[src/rtl/apb4_master_bridge.sv]
// ============================================================================
// Module  : apb4_master_bridge
// Purpose : Command/response to APB4 master bridge with wait-state timeout.
// Rev     : 1.0  initial release
// ============================================================================
`default_nettype none

module apb4_master_bridge #(
  parameter int ADDR_WIDTH     = 3,
  parameter int DATA_WIDTH     = 32,
  parameter int TIMEOUT_CYCLES = 16
) (
  input  logic                    clk,
  input  logic                    rst,
  input  logic                    cmd_valid,
  output logic                    cmd_ready,
  input  logic                    cmd_write,
  input  logic [ADDR_WIDTH-1:0]   cmd_addr,
  input  logic [DATA_WIDTH-1:0]   cmd_wdata,
  input  logic [DATA_WIDTH/8-1:0] cmd_strb,
  output logic                    rsp_valid,
  input  logic                    rsp_ready,
  output logic [DATA_WIDTH-1:0]   rsp_rdata,
  output logic                    rsp_slverr,
  output logic                    rsp_timeout,
  output logic                    psel,
  output logic                    penable,
  output logic                    pwrite,
  output logic [ADDR_WIDTH-1:0]   paddr,
  output logic [DATA_WIDTH-1:0]   pwdata,
  output logic [DATA_WIDTH/8-1:0] pstrb,
  output logic [2:0]              pprot,
  input  logic [DATA_WIDTH-1:0]   prdata,
  input  logic                    pready,
  input  logic                    pslverr
);

  localparam int c_CNT_W = $clog2(TIMEOUT_CYCLES + 1);
  localparam logic [c_CNT_W-1:0] c_CNT_LAST = c_CNT_W'(TIMEOUT_CYCLES - 1);

  typedef enum logic [1:0] {
    S_IDLE   = 2'd0,
    S_SETUP  = 2'd1,
    S_ACCESS = 2'd2,
    S_RESP   = 2'd3
  } state_t;

  state_t r_state;
  state_t w_state_nxt;

  logic [c_CNT_W-1:0]      r_wait_cnt;
  logic                    r_psel;
  logic                    r_penable;
  logic                    r_pwrite;
  logic [ADDR_WIDTH-1:0]   r_paddr;
  logic [DATA_WIDTH-1:0]   r_pwdata;
  logic [DATA_WIDTH/8-1:0] r_pstrb;
  logic                    r_rsp_valid;
  logic [DATA_WIDTH-1:0]   r_rsp_rdata;
  logic                    r_rsp_slverr;
  logic                    r_rsp_timeout;
  logic                    w_timeout;

  // pready has priority over the timeout in the final wait cycle
  assign w_timeout = (r_state == S_ACCESS) && !pready && (r_wait_cnt == c_CNT_LAST);

  always_ff @(posedge clk or posedge rst) begin
    if (rst) begin
      r_state <= S_IDLE;
    end else begin
      r_state <= w_state_nxt;
    end
  end

  always_comb begin
    w_state_nxt = r_state;
    case (r_state)
      S_IDLE:   if (cmd_valid) w_state_nxt = S_SETUP;
      S_SETUP:  w_state_nxt = S_ACCESS;
      S_ACCESS: if (pready || w_timeout) w_state_nxt = S_RESP;
      S_RESP:   if (rsp_ready) w_state_nxt = S_IDLE;
      default:  w_state_nxt = S_IDLE;
    endcase
  end

  always_ff @(posedge clk or posedge rst) begin
    if (rst) begin
      r_wait_cnt    <= '0;
      r_psel        <= 1'b0;
      r_penable     <= 1'b0;
      r_pwrite      <= 1'b0;
      r_paddr       <= '0;
      r_pwdata      <= '0;
      r_pstrb       <= '0;
      r_rsp_valid   <= 1'b0;
      r_rsp_rdata   <= '0;
      r_rsp_slverr  <= 1'b0;
      r_rsp_timeout <= 1'b0;
    end else begin
      case (r_state)
        S_IDLE: begin
          if (cmd_valid) begin
            r_paddr    <= cmd_addr;
            r_pwrite   <= cmd_write;
            r_pwdata   <= cmd_wdata;
            r_pstrb    <= cmd_write ? cmd_strb : '0;
            r_psel     <= 1'b1;
            r_penable  <= 1'b0;
            r_wait_cnt <= '0;
          end
        end
        S_SETUP: begin
          r_penable <= 1'b1;
        end
        S_ACCESS: begin
          if (pready) begin
            r_psel        <= 1'b0;
            r_penable     <= 1'b0;
            r_rsp_valid   <= 1'b1;
            r_rsp_rdata   <= r_pwrite ? '0 : prdata;
            r_rsp_slverr  <= pslverr;
            r_rsp_timeout <= 1'b0;
          end else if (w_timeout) begin
            r_psel        <= 1'b0;
            r_penable     <= 1'b0;
            r_rsp_valid   <= 1'b1;
            r_rsp_rdata   <= '0;
            r_rsp_slverr  <= 1'b1;
            r_rsp_timeout <= 1'b1;
          end else begin
            r_wait_cnt <= r_wait_cnt + 1'b1;
          end
        end
        S_RESP: begin
          if (rsp_ready) r_rsp_valid <= 1'b0;
        end
        default: ;
      endcase
    end
  end

  // Gated by rst so no command is taken while reset is held
  assign cmd_ready   = (r_state == S_IDLE) && !rst;
  assign psel        = r_psel;
  assign penable     = r_penable;
  assign pwrite      = r_pwrite;
  assign paddr       = r_paddr;
  assign pwdata      = r_pwdata;
  assign pstrb       = r_pstrb;
  assign pprot       = 3'b000;
  assign rsp_valid   = r_rsp_valid;
  assign rsp_rdata   = r_rsp_rdata;
  assign rsp_slverr  = r_rsp_slverr;
  assign rsp_timeout = r_rsp_timeout;

endmodule

`default_nettype wire

[config.mk]
export PLATFORM = sky130hd
export DESIGN_NAME = apb4_master_bridge
export DESIGN_NICKNAME = d
export VERILOG_FILES = /design/src/rtl/apb4_master_bridge.sv
export SDC_FILE = /design/constraint.sdc
export NUM_CORES = 1
export LEC_CHECK = 0
export BUFFER_PORTS_ARGS = -buffer_cell sky130_fd_sc_hd__buf_4
export CAP_MARGIN = 5
export CORE_ASPECT_RATIO = 1.25
export CORE_UTILIZATION = 46
export CTS_CLUSTER_DIAMETER = 60
export DETAILED_ROUTE_END_ITERATION = 12
export GPL_ROUTABILITY_DRIVEN = 0
export GPL_TIMING_DRIVEN = 0
export PLACE_DENSITY_LB_ADDON = 0.3
export REMOVE_ABC_BUFFERS = 1
export SLEW_MARGIN = 10
export SYNTH_ARGS = -nofsm -noshare
export SYNTH_HDL_FRONTEND = slang
export SYNTH_SLANG_ARGS = --single-unit
export TNS_END_PERCENT = 10
[constraint.sdc]
create_clock -name clk -period 2.95 [get_ports clk]
set_input_delay 0.4425 -clock clk [delete_from_list [all_inputs] [get_ports clk]]
set_output_delay 0.4425 -clock clk [all_outputs]
set_load 0.005 [all_outputs]
==> reports/metrics.csv <==
metric,value,unit
layout cells sized above 1,0.534,
via/cell ratio,5.01,
largest area contributor in the netlist,dfrtp_1,
Post-synth EDFFs,0,
Total Nets Final,481,
Worst Path Arrival,2.53,ns
Routed Antenna Nets,0,
Die ar.,0.00757,sq mm
Slew headroom,0.384,
CP required,3.15,ns
final setup margin,0.627,ns
Die H,97.0,um
Root Buffer,clkbuf_8,
Gate Count Post-Synth,241,
Worst Hold Class,in2async,
post-placement cell count,475,
CTS H-tree depth,3,
Clock Latency Late Sink,0.33,ns
clk buf depth,2,
final WL,7190,um
Fin. Hold Viols,0,
max_cap viols,0,
Slew @ Worst Pin,0.921,ns
P per Cell Area,981,mW/mm^2
initial DRC count,86,
count of different cell masters after synthesis,30,
netlist area before placement,0.00332,sq mm
Initial Util,0.476,
TritonCTS clock tree,built,
area growth from synthesis to layout,43.5,%
Mapped Avg Cell Area,13.8,sq um
vias in the first global route,2478,
post-synthesis sequential area ratio,0.633,
global-route wire length before repair,11800,um
"Setup violations, final",0,
ys async rst share,1.00,
antenna cell count,0,
Post-CTS Setup Bufs,0,
fin cells,491,
R2R setup slack,0.63,ns
startpoint types,flop,
Post-synth top flop,dfrtp_1,
pin count of the biggest net entering global routing,53,
post-detail-place hpwl,5250,um
cts repair resizes,0,
Worst-path clk slew,0.08,ns
leakage,2.40,nW
"commonest non-fill, non-tap cell in the layout",buf_4,
Final period util,0.788,
hold_buf cts,0,
DR DRC count,0,
number of synthesized register bits,84,
GRT overflow,0,
Fmax,430,MHz
top post-synthesis cells by area,"dfrtp_1 63%, mux2_2 13%, a22o_1 9.5%, ha_1 2.6%, nand2_1 1.7%",
Fin Clk Skew,0.00745,ns
unrepaired setup endpoints after global routing,no,
yosys warns,0,
"Core Util, Final",0.683,
status,"complete, no violations",
clock sinks,84,
worst-path fanout max,34,
io pins,159,
# fillers,524,
GRT Total Usage,0.200,
Final min period,2.32,ns
width of the die,78.0,um
CORE AREA,0.00698,sq mm
worst hold margin,0.121,ns
highest-count cells in the layout ignoring fill and taps,"155 x buf_4, 84 x dfrtp_1, 38 x mux2_2",
VDD IR max,413,uV
drt wl/cell,14.6,um
CTS buffer count,9,
Worst setup EP type,flop,
Yosys top cell area share,0.633,
row count,34,
Vias,2460,
IO Port Bufs,155,
Max Transition Viols Final,0,
pre-CTS WS,0.612,ns
initial antenna violation count,0,
Crit Path Class,reg2reg,
drt first pass iters,6,
routing by layer:
layer | up-vias | routed length [um] | track usage
met4 | 0 | 148 | 0.0912
met2 | 111 | 3510 | 0.338
li1 | 1167 | - | -
met5 | - | 0 | 0
met1 | 1169 | 3060 | 0.251
met3 | 13 | 474 | 0.0311
cells by family (layout without fill, tap and decap cells):
logic type / count (synthesis) / in the layout / synth area share
flops: 84 / 84 / 0.633
compound gates: 57 / 57 / 0.130
mux: 40 / 40 / 0.135
simple gates: 32 / 32 / 0.0448
buf+inv: 20 / 178 / 0.0301
fa+ha+maj: 7 / 7 / 0.0264
other cells: 1 / 3 / 0.00113
report_power, final:
part           internal (mW)  switching, mW  leakage [nW]
registers               1.68          0.306          1.05
clock network          0.388          0.376        0.0931
logic                   1.21          0.715          1.26
cell usage after synthesis, types with 2 or more instances:
master,number
inv_1,5
nor2b_1,2
o21ai_0,10
nand2_1,15
a22o_1,36
buf_4,3
nor2_1,6
dfrtp_1,84
ha_1,7
a21oi_1,6
mux2_2,38
buf_2,11
layout make-up:
| type | instances | area, sq um | share of cell area |
|---|---|---|---|
| clock buffer | 11 | 131 | 0.0276 |
| sequential | 84 | 2100 | 0.441 |
| timing repair buffer | 157 | 1210 | 0.253 |
| multi-input combinational | 139 | 1140 | 0.240 |
| tap | 90 | 113 | 0.0236 |
| clock inverter | 5 | 52.6 | 0.0110 |
| inverter | 5 | 21.3 | 0.00446 |
per-stage QoR:
stage / power (mW) / area, sq um / setup TNS (ns)
finish: 4.68 / 4770 / 0
global route: 5.00 / 4770 / 0
CTS: 4.74 / 4770 / 0
detailed placement: 3.96 / 4580 / 0
global placement: 3.87 / 4530 / -51.06
floorplan: 2.86 / 3250 / 0
flip-flops by register name, indices dropped and copies added (netlist names), 2 cells and up:
register    flops
paddr           3
pwdata         32
rsp_rdata      32
r_wait_cnt      5
pstrb           4
r_state         2
path summary, 6_finish.rpt:
kind                                from            end  cells after the start
min in group clk              prdata[11]  rsp_rdata[11]                      2
hold / removal                       rst  rsp_rdata[20]                      2
setup / recovery           r_wait_cnt[0]  r_wait_cnt[4]                      7
max in group asynchronous            rst      pwdata[7]                      3
setup reg to reg           r_wait_cnt[0]  r_wait_cnt[4]                      7
hold reg to reg                 pstrb[2]       pstrb[2]                      2
critical path: stages (launching register included):
cell and delay (ns):
dfrtp_1 0.42, ha_1 0.25, and3_1 0.19, ha_1 0.24
o21ai_4 0.70, a21oi_1 0.13, a31oi_1 0.16, o21ai_0 0.09
(Power assumes the default switching activity.)
